## config.mk

```make
export PLATFORM = sky130hd
export DESIGN_NAME = aes_out_collector
export DESIGN_NICKNAME = d
export VERILOG_FILES = /design/src/rtl/aes_collect_pkg.sv /design/src/rtl/collector_fifo.sv /design/src/rtl/aes_out_collector.sv
export SDC_FILE = /design/constraint.sdc
export NUM_CORES = 1
export LEC_CHECK = 0
export BUFFER_PORTS_ARGS = -buffer_cell sky130_fd_sc_hd__buf_2
export CORE_MARGIN = 2
export CORE_UTILIZATION = 40
export CTS_CLUSTER_DIAMETER = 60
export DETAILED_ROUTE_END_ITERATION = 8
export PLACE_DENSITY_LB_ADDON = 0.1
export SYNTH_ARGS = -nofsm -noshare
export SYNTH_HDL_FRONTEND = slang
export SYNTH_HIERARCHICAL = 1
export SYNTH_SLANG_ARGS = --single-unit
```

## constraint.sdc

```tcl
create_clock -name clk -period 8.4 [get_ports clk]
set_input_delay 1.68 -clock clk [delete_from_list [all_inputs] [get_ports clk]]
set_output_delay 1.68 -clock clk [all_outputs]
set_load 0.01 [all_outputs]
```

## src/rtl/aes_collect_pkg.sv

```systemverilog
// Shared types and defaults for the AES output collector.
//   AES_DATA_W  - ciphertext width of the aes_128 core
//   AES_LATENCY - issue-to-output latency of the aes_128 pipeline
//   AES_CNT_W   - width of sequence index / statistics counters
//   res_entry_t - one buffered result: ciphertext plus issue index
package aes_collect_pkg;
  localparam int AES_DATA_W  = 128;
  localparam int AES_LATENCY = 21;
  localparam int AES_CNT_W   = 32;

  typedef struct packed {
    logic [AES_DATA_W-1:0] data;
    logic [AES_CNT_W-1:0]  index;
  } res_entry_t;
endpackage

```

## src/rtl/collector_fifo.sv

```systemverilog
// Show-ahead synchronous FIFO of res_entry_t.
//   clk, rst  - clock, synchronous active-high reset (empties the FIFO)
//   push_i    - write wdata_i (caller guarantees !full_o or pop_i)
//   wdata_i   - entry to write
//   pop_i     - retire head (caller guarantees !empty_o)
//   head_o    - current head, forced to 0 while empty
//   full_o    - all DEPTH entries occupied
//   empty_o   - no entries
module collector_fifo
  import aes_collect_pkg::*;
#(
  parameter int DEPTH = 4
) (
  input  logic       clk,
  input  logic       rst,
  input  logic       push_i,
  input  res_entry_t wdata_i,
  input  logic       pop_i,
  output res_entry_t head_o,
  output logic       full_o,
  output logic       empty_o
);
  localparam int AW = $clog2(DEPTH);

  // Pointers carry one extra wrap bit so full and empty are distinguishable.
  logic [AW:0] wr_ptr_q, wr_ptr_d;
  logic [AW:0] rd_ptr_q, rd_ptr_d;
  res_entry_t  mem_q [DEPTH];

  assign empty_o = (wr_ptr_q == rd_ptr_q);
  assign full_o  = (wr_ptr_q[AW] != rd_ptr_q[AW]) &&
                   (wr_ptr_q[AW-1:0] == rd_ptr_q[AW-1:0]);
  // Gate the head so the outputs read 0 out of reset without clearing storage.
  assign head_o  = empty_o ? '0 : mem_q[rd_ptr_q[AW-1:0]];

  always_comb begin
    wr_ptr_d = wr_ptr_q;
    rd_ptr_d = rd_ptr_q;
    if (push_i)             wr_ptr_d = wr_ptr_q + (AW+1)'(1);
    if (pop_i && !empty_o)  rd_ptr_d = rd_ptr_q + (AW+1)'(1);
  end

  always_ff @(posedge clk) begin
    if (rst) begin
      wr_ptr_q <= '0;
      rd_ptr_q <= '0;
    end else begin
      wr_ptr_q <= wr_ptr_d;
      rd_ptr_q <= rd_ptr_d;
    end
  end

  // Storage needs no reset; when full with a pop, the write lands in the slot
  // being vacated, whose old contents were read combinationally this cycle.
  always_ff @(posedge clk) begin
    if (push_i) mem_q[wr_ptr_q[AW-1:0]] <= wdata_i;
  end
endmodule

```

## src/rtl/aes_out_collector.sv

```systemverilog
// Collects aes_128 ciphertexts a fixed LATENCY after each issue and presents
// them in issue order on a valid/ready interface tagged with a sequence index.
//   clk, rst      - core clock, synchronous active-high reset
//   issue_i       - a block entered the AES core this cycle
//   aes_out_i     - aes_128 out bus
//   res_valid_o / res_data_o / res_index_o / res_ready_i - result stream
//   in_flight_o   - issued but not yet captured
//   issued_cnt_o  - issues since reset
//   drop_cnt_o    - captures lost to a full FIFO
//   overflow_o    - sticky drop flag
//   checksum_o    - running XOR of popped data when AES_OUT_CHECKSUM_EN is
//                   defined, otherwise constant 0
module aes_out_collector
  import aes_collect_pkg::*;
#(
  parameter int LATENCY    = AES_LATENCY,
  parameter int DATA_W     = AES_DATA_W,
  parameter int FIFO_DEPTH = 4,
  parameter int CNT_W      = AES_CNT_W
) (
  input  logic                         clk,
  input  logic                         rst,
  input  logic                         issue_i,
  input  logic [DATA_W-1:0]            aes_out_i,
  output logic                         res_valid_o,
  output logic [DATA_W-1:0]            res_data_o,
  output logic [CNT_W-1:0]             res_index_o,
  input  logic                         res_ready_i,
  output logic [$clog2(LATENCY+1)-1:0] in_flight_o,
  output logic [CNT_W-1:0]             issued_cnt_o,
  output logic [CNT_W-1:0]             drop_cnt_o,
  output logic                         overflow_o,
  output logic [DATA_W-1:0]            checksum_o
);
  localparam int IFW = $clog2(LATENCY+1);

  // Tag/index delay line mirroring the AES pipeline depth.
  logic [LATENCY-1:0]            tag_q, tag_d;
  logic [LATENCY-1:0][CNT_W-1:0] idx_q, idx_d;
  logic [CNT_W-1:0]              seq_q, seq_d;
  logic [IFW-1:0]                in_flight_q, in_flight_d;
  logic [CNT_W-1:0]              drop_q, drop_d;
  logic                          ovf_q, ovf_d;

  logic       capture, push, pop, full, empty;
  res_entry_t wentry, head;

  always_comb begin
    tag_d    = tag_q;
    idx_d    = idx_q;
    tag_d[0] = issue_i;
    idx_d[0] = seq_q;
    for (int i = 1; i < LATENCY; i++) begin
      tag_d[i] = tag_q[i-1];
      idx_d[i] = idx_q[i-1];
    end
  end

  assign capture = tag_q[LATENCY-1];

  // The sequence counter doubles as the issued-count statistic.
  assign seq_d = issue_i ? seq_q + CNT_W'(1) : seq_q;

  always_comb begin
    in_flight_d = in_flight_q;
    case ({issue_i, capture})
      2'b10:   in_flight_d = in_flight_q + IFW'(1);
      2'b01:   in_flight_d = in_flight_q - IFW'(1);
      default: in_flight_d = in_flight_q;
    endcase
  end

  assign pop  = res_valid_o && res_ready_i;
  assign push = capture && (!full || pop);

  always_comb begin
    drop_d = drop_q;
    ovf_d  = ovf_q;
    if (capture && full && !pop) begin
      drop_d = drop_q + CNT_W'(1);
      ovf_d  = 1'b1;
    end
  end

  always_comb begin
    wentry       = '0;
    wentry.data  = aes_out_i;
    wentry.index = idx_q[LATENCY-1];
  end

  always_ff @(posedge clk) begin
    if (rst) begin
      tag_q       <= '0;
      idx_q       <= '0;
      seq_q       <= '0;
      in_flight_q <= '0;
      drop_q      <= '0;
      ovf_q       <= 1'b0;
    end else begin
      tag_q       <= tag_d;
      idx_q       <= idx_d;
      seq_q       <= seq_d;
      in_flight_q <= in_flight_d;
      drop_q      <= drop_d;
      ovf_q       <= ovf_d;
    end
  end

  collector_fifo #(.DEPTH(FIFO_DEPTH)) u_fifo (
    .clk     (clk),
    .rst     (rst),
    .push_i  (push),
    .wdata_i (wentry),
    .pop_i   (pop),
    .head_o  (head),
    .full_o  (full),
    .empty_o (empty)
  );

  assign res_valid_o  = !empty;
  assign res_data_o   = head.data;
  assign res_index_o  = head.index;
  assign in_flight_o  = in_flight_q;
  assign issued_cnt_o = seq_q;
  assign drop_cnt_o   = drop_q;
  assign overflow_o   = ovf_q;

`ifdef AES_OUT_CHECKSUM_EN
  logic [DATA_W-1:0] cksum_q, cksum_d;

  assign cksum_d = pop ? (cksum_q ^ res_data_o) : cksum_q;

  always_ff @(posedge clk) begin
    if (rst) cksum_q <= '0;
    else     cksum_q <= cksum_d;
  end

  assign checksum_o = cksum_q;
`else
  assign checksum_o = '0;
`endif
endmodule

```

==> results.md, run 1 <==
* Slew @ Worst Pin at 1.13 ns
* Vias post-DR at 22800
* Compound-Gate Fraction of Synth Area at 0.442%
* HP Class: reg -> reg
* # rows at 126
* Top Metal Used: met5
* Die height at 349 um
* Cell Pwr Density at 270 nW/um^2
* Final Hold Vio Count at 0
* Synth top area share at 40.5%
* WP data arrival at 4.01 ns
* Dpl hpwl at 49200 um
* Worst IR drop on VDD at 0.188 mV
* Skew final at 0.0286 ns
* Die Width at 349 um
* WL met2 at 41200 um
* Metal3 WL at 5630 um
* CTS tree: built
* Post-CTS Hold Fix Bufs at 0
* Num Clock Sinks at 1411
* Area Overhead vs Synth at 16.4%
* Cell variety after synth at 45
* Post-Synthesis Cells at 3059
* Crit. End Element: output pin
* Final wirelength at 84800 um
* Simple-gate share of the synthesized area at 13.6%
* Clock Latency Late Sink at 0.73 ns
* Global-route wire length before repair at 130000 um
* Synthesized cell area at 47500 um^2
* Max frequency at 176 MHz
* Synth Register Bits at 1411
* First-pass iteration count of the detailed router at 5
* Drt wl/cell at 16.7 um
* Slew HR at 24.7%
* Post-Synth XOR/XNOR Area at 1.14%
* Leak pwr at 20.1 nW
* CTS Root Cell: clkbuf_16
* Ys async rst share at 0%
* Initial Util at 40.3%
* Syn avg cell area at 15.5 um^2
* Post-CTS Setup Repair Bufs at 0
* RSZ-0062 raised after global routing: false
* Main combinational cell family by area after synthesis: simple AND/OR/NAND/NOR gates
* Clock Tree Buf Depth at 3
* GRT Resource Usage Total at 13.8%
* Post-Synth Adder-Cell Area at 0.263%
* CORE AREA at 118000 um^2
* Period Utilization, post-route at 67.8%
* Most frequent cells after synthesis: nor2b_1 (855), dfxtp_1 (771), edfxtp_1 (640), buf_4 (166), mux4_2 (160)
* Crit Path Class: reg -> out
* Post-synthesis mux area share at 7.70%
* IO Pins at 491
* Gr ovfl total at 0
* Vias in the first global route at 22800
* DRC errors left at 0
* CP max FO at 57
* Full die area at 122000 um^2
* Worst Path Required at 6.72 ns
* Layout net count at 3553
* M1 WL at 35800 um
* Number of synthesized flops with an enable pin at 640
* Most common cell in the netlist: nor2b_1
* Synth top area cells: edfxtp_1 (40%), dfxtp_1 (32%), nor2b_1 (11%)
* Final Cell Area at 55300 um^2
* Leading register cell type out of synthesis: dfxtp_1
* Antenna violations before repair at 36
* Worst Setup Start Kind: flop
* Max-cap violations at 0
* Port bufs at 362
* Share of cells above drive strength 1 at 22.3%
* Post-cts gate resize count at 0
* Outcome: finished, final reports clean
* Largest net degree at the start of global routing at 223
* Final Slew Violations at 0
* Post-synthesis sequential area ratio at 72.9%
* Antenna Nets Post-Route at 0
* Htree depth at 4
* Area leader, netlist: edfxtp_1
* Cts bufs inserted at 152
* Fin Setup TNS at 0 ns
* DRT iter0 DRCs at 1225
* Routed vias/inst at 4.50
* # setup viols final at 0
* Clock Pin Slew Worst Setup and Hold Paths at 0.06 ns
* Placed inst area at 50100 um^2
* Ys Warns at 6
* Final Wtd Congestion at 0.763
* Tmin final at 5.69 ns
==> cell families (layout without fill, tap and decap cells) <==
group / after synthesis / after routing
XOR/XNOR: 61 / 61
multiplexers: 165 / 165
buffers and inverters: 313 / 664
AO/OA/AOI/OAI: 38 / 38
AND/OR/NAND/NOR: 1060 / 1060
adder cells (fa/ha/maj): 10 / 10
flip-flops: 1411 / 1411
other: 1 / 135
==> critical path, cell delays in order, from the launching register on <==
cell     delay (ns)
dfxtp_1        0.39
xnor2_1        0.44
and3_4         0.82
buf_4          0.64
buf_4          0.59
nor2b_1        0.13
buf_2          0.17
==> layout by cell type, fill, tap and decap left out, types with 7 or more instances in the layout <==
master,synthesis,layout
a21oi_1,16,16
and3_1,10,9
and4_1,7,7
buf_12,0,8
buf_2,36,361
bufinv_16,0,9
clkbuf_1,92,37
clkbuf_16,0,153
clkbuf_8,0,31
clkinv_1,0,12
clkinv_2,0,17
conb_1,1,128
dfxtp_1,771,769
diode_2,0,7
edfxtp_1,640,640
ha_1,10,10
inv_1,8,8
mux4_2,160,160
nand2_1,26,26
nand3_1,15,15
nand4_1,31,31
nor2_1,72,72
nor2b_1,855,855
o21ai_0,14,14
or3_1,13,13
xnor2_1,18,18
xor2_1,42,42
==> sequential cells by signal (all words and copies together), names as in the netlist, 5 cells and up, named ones only <==
signal and flops:
in_flight_o 5, tag_q 21, idx_d 640, drop_cnt_o 32, issued_cnt_o 32, u_fifo/mem_q 640, idx_q 32
==> layer usage <==
metal	up-vias	track usage, %
li1	11000	-
met1	11100	17.2
met2	585	23.0
met3	188	3.80
met4	18	4.95
met5	-	0
==> report_power, final <==
group	switching (mW)	internal, mW
combinational	0.631	0.486
sequential	0.0314	7.17
clock	2.66	3.95
==> final timing paths <==
| check | start | to | slack [ns] | cells after the start |
|---|---|---|---|---|
| hold / removal | tag_q[14]$_SDFF_PP0_ | tag_q[15]$_SDFF_PP0_ | 0.41 | 1 |
| hold reg to reg | tag_q[14]$_SDFF_PP0_ | tag_q[15]$_SDFF_PP0_ | 0.41 | 1 |
| setup / recovery | u_fifo/wr_ptr_q[1]$_SDFFE_PP0P_ | res_data_o[73] | 2.71 | 6 |
| setup reg to reg | u_fifo/wr_ptr_q[1]$_SDFFE_PP0P_ | u_fifo/mem_q[1][17]$_DFFE_PP_ | 3.88 | 6 |
==> area by class of cell <==
cell class | count | area (um^2)
Antenna cell | 7 | 17.5
Clock buffer | 221 | 4390
Clock inverter | 59 | 759
Fill cell | 10400 | 62600
Inverter | 8 | 30.0
Multi-Input combinational cell | 1462 | 11500
Sequential cell | 1411 | 34700
Tap cell | 1536 | 1920
Timing Repair Buffer | 376 | 2030
==> metrics by stage <==
step | worst slack, ns | util (%) | instances | power (mW) | hold WS, ns
2_1_floorplan | 1.97 | - | 3186 | 8.16 | 0.414
4_1_cts | 2.59 | 46.9 | 5073 | 15.2 | 0.417
3_3_place_gp | 3.48 | 42.5 | 4793 | 8.49 | 0.416
6_report | 2.71 | 46.9 | 5080 | 14.9 | 0.413
3_5_place_dp | 3.37 | 42.5 | 4793 | 8.50 | 0.420
5_1_grt | 2.32 | 46.9 | 5076 | 15.5 | 0.443
Power figures use the tool's default switching activity.
==> inputs of run 2 (changes only) <==
Settings changed: ABC_AREA set to 1.
Clock period 8.4 ns to 5.4 ns, I/O delays scaled along.
==> results.md, run 2 <==
* Cell Pwr Density at 379 nW/um^2 (+40%)
* CTS Root Cell: clkbuf_16
* Port bufs at 362 (unchanged)
* Critical path depth at 6 (unchanged)
* Gr ovfl total at 0 (unchanged)
* First-pass iteration count of the detailed router at 6 (+1)
* Dpl hpwl at 58300 um (+18%)
* Crit. End Element: output pin
* RSZ-0062 raised after global routing: false
* Area of the multi-input gates at 10400 um^2 (-9.6%)
* Max frequency at 229 MHz
* Antenna violations before repair at 13 (-64%)
* Number of synthesized flops with an enable pin at 640 (unchanged)
* Cell breakdown of the critical path: buf_12 -> o21ai_0 -> o21ai_0 -> nand2_1 -> inv_1 -> buf_2
* Tmin final at 4.36 ns
* Final Cell Area at 58100 um^2 (+5.1%)
* Max-cap violations at 0 (unchanged)
* Ys Warns at 6 (unchanged)
* Area Overhead vs Synth at 15.6%
* Vias post-DR at 31100 (+36%)
* Most frequent cells after synthesis: nor2_1 (1288), inv_1 (934), dfxtp_1 (771), edfxtp_1 (640), nand2_1 (306)
* Htree depth at 4 (unchanged)
* # fillers at 12000 (+16%)
* Worst IR drop on VDD at 0.304 mV (+62%)
* WP data arrival at 3.28 ns (-0.73 ns)
* Share of cells above drive strength 1 at 12.6% (-9.6 points)
* Post-synthesis sequential area ratio at 69.0% (-4.0 points)
* R2R Setup Slk at 1.78 ns (-2.10 ns)
* Vias in the first global route at 28900 (+27%)
* Synth Register Bits at 1411 (unchanged)
* Crit-path leading delay family: compound AO/OA/AOI/OAI gates
* DRT iter0 DRCs at 2001 (+63%)
* Post-CTS Hold Fix Bufs at 0 (unchanged)
* Global-route wire length before repair at 156000 um (+20%)
* Drt wl/cell at 14.0 um (-16%)
* Ys async rst share at 0% (unchanged)
* Cell variety after synth at 39 (-13%)
* Initial Util at 40.2% (-0.12 points)
* Die height at 358 um (+2.8%)
* Bufs and invs on worst path at 3 (unchanged)
* Final wirelength at 99700 um (+18%)
* Slew HR at 30.4% (+5.7 points)
* Most common cell in the netlist: nor2_1
* Syn avg cell area at 10.0 um^2 (-36%)
* Synth top area share at 38.2% (-2.2 points)
* Most common cell after layout, fill and taps aside: nor2_1
* Final Hold Vio Count at 0 (unchanged)
* Area leader, netlist: edfxtp_1
* Die Width at 358 um (+2.8%)
* Period Utilization, post-route at 80.8%
* Largest net degree at the start of global routing at 185 (-17%)
* Post-CTS Setup Repair Bufs at 0 (unchanged)
* # rows at 130 (+3.2%)
* Synth top area cells: edfxtp_1 (38%), dfxtp_1 (31%), nor2_1 (9.6%)
* Antenna Nets Post-Route at 0 (unchanged)
* Full die area at 128000 um^2 (+5.7%)
* Register area at 34700 um^2 (unchanged)
* Worst path most repeated cell: o21ai_0
* Crit-path slowest cell: dfxtp_4
* Leak pwr at 23.3 nW (+16%)
* Crit Path Class: reg -> out
* Placed inst area at 52900 um^2 (+5.5%)
* Layout net count at 5472 (+54%)
* # setup viols final at 0 (unchanged)
* HP Class: reg -> reg
* Hold path startpoint: idx_d[656]$_SDFF_PP0_
* Skew final at 0.0190 ns (-0.00953 ns)
* Outcome: finished, final reports clean
* GRT Resource Usage Total at 15.3% (+1.5 points)
* Synthesized cell area at 50200 um^2 (+5.8%)
* Final Slew Violations at 0 (unchanged)
* Num Clock Sinks at 1411 (unchanged)
* Post-Synthesis Cells at 5023 (+64%)
* R2R depth at 11 (+5)
* Slew @ Worst Pin at 1.04 ns (-0.0860 ns)
* Clock Latency Late Sink at 0.72 ns (about the same)
* R2R Path End: u_fifo/mem_q[3][152]$_DFFE_PP_
* Worst Path Required at 4.32 ns (-2.40 ns)
* DRC errors left at 0 (unchanged)
* CTS tree: built
* CP max FO at 180 (+220%)
* Fin Setup TNS at 0 ns (unchanged)
* Worst Setup Start Kind: flop
* CORE AREA at 125000 um^2 (+6.1%)
* Routed vias/inst at 4.37 (-2.8%)
* Highest cell delay on the worst timing path at 0.70 ns (-0.12 ns)
* Most frequent cells in the layout: nor2_1 (1288), inv_1 (930), dfxtp_1 (769)
* Clock Pin Slew Worst Setup and Hold Paths at 0.06 ns (about the same)
* Clock Tree Buf Depth at 3 (unchanged)
* Final Wtd Congestion at 0.809 (+6.1%)
* Cts bufs inserted at 153 (+0.66%)
* CP Capture Point: res_index_o[9]
* Post-cts gate resize count at 0 (unchanged)
* R2R Path Start: u_fifo/wr_ptr_q[1]$_SDFFE_PP0P_
* IO Pins at 491 (unchanged)
* Leading register cell type out of synthesis: dfxtp_1
## run 2: cell count changes after synthesis, moves of 18 or more
cell	delta
nor2_1	+1216
inv_1	+926
nor2b_1	-855
nand2_1	+280
o21ai_0	+270
o21ai_1	+222
mux4_2	-160
nand3_1	+40
buf_2	+39
xor2_1	-33
xnor2_1	-18
## run 2: final cells by class
class	instances	area share, %
repair buffers	393	3.77
clock inverters	76	1.37
clock buffers	204	7.63
well taps	1650	3.55
multi-input cells	2429	17.9
flip-flops and latches	1411	59.7
diodes	3	0.0129
inverters	942	6.13
## run 2: how the worst min path moves through the flow
stage / end / depth (start not counted)
4_1_cts: idx_d[655]$_SDFF_PP0_ / 2
6_report: idx_q[656]$_SDFF_PP0_ / 2
2_1_floorplan: idx_d[100]$_SDFF_PP0_ / 2
3_3_place_gp: idx_d[517]$_SDFF_PP0_ / 2
5_1_grt: idx_d[657]$_SDFF_PP0_ / 2
3_5_place_dp: idx_d[449]$_SDFF_PP0_ / 2
## run 2: stage by stage
| stage | cells | hold slack (ns) | utilization [%] | total power [mW] | worst slack, ns |
|---|---|---|---|---|---|
| 4_1_cts | 7105 | 0.387 | 46.4 | 22.4 | 0.886 |
| 3_3_place_gp | 6825 | 0.388 | 42.3 | 11.7 | 1.60 |
| 2_1_floorplan | 5150 | 0.388 | - | 11.6 | 0.0291 |
| 3_5_place_dp | 6825 | 0.392 | 42.3 | 11.7 | 1.66 |
| 5_1_grt | 7105 | 0.405 | 46.4 | 22.8 | 0.711 |
| 6_report | 7108 | 0.381 | 46.4 | 22.0 | 1.04 |
## run 2: worst min-delay path, delay by kind of cell (launching register included)
family,cells,cell delay (ns)
buf+inv,1,0.04
flops,1,0.29
simple gates,1,0.03
## run 2: cells by family (layout without fill, tap and decap cells)
kind of cell | after synthesis | after routing | synth area share [%]
xor gates and xnor gates | 9 | 9 | 0.157
and+or+nand+nor | 1736 | 1736 | 13.8
AOI/OAI and AO/OA | 546 | 546 | 5.48
DFF | 1411 | 1411 | 69.0
buffers and inverters | 1310 | 1615 | 11.4
other | 1 | 131 | 0.00746
adders and majority gates | 10 | 10 | 0.249
## run 2: per-layer routing
| metal | global-route usage [%] | wire length (um) | vias to the layer above |
|---|---|---|---|
| li1 | - | - | 15800 |
| met1 | 19.9 | 44900 | 14400 |
| met2 | 25.7 | 46900 | 651 |
| met3 | 3.13 | 5540 | 172 |
| met4 | 4.90 | 2290 | 8 |
| met5 | 0 | 53 | - |
## run 2: where the power goes
part | internal (mW) | switching, mW | leakage, nW | total (mW)
sequential | 11.1 | 0.00752 | 12.0 | 11.2
clock | 6.44 | 4.13 | 2.57 | 10.6
combinational | 0.0575 | 0.215 | 8.71 | 0.272
total | 17.6 | 4.35 | 23.3 | 22.0
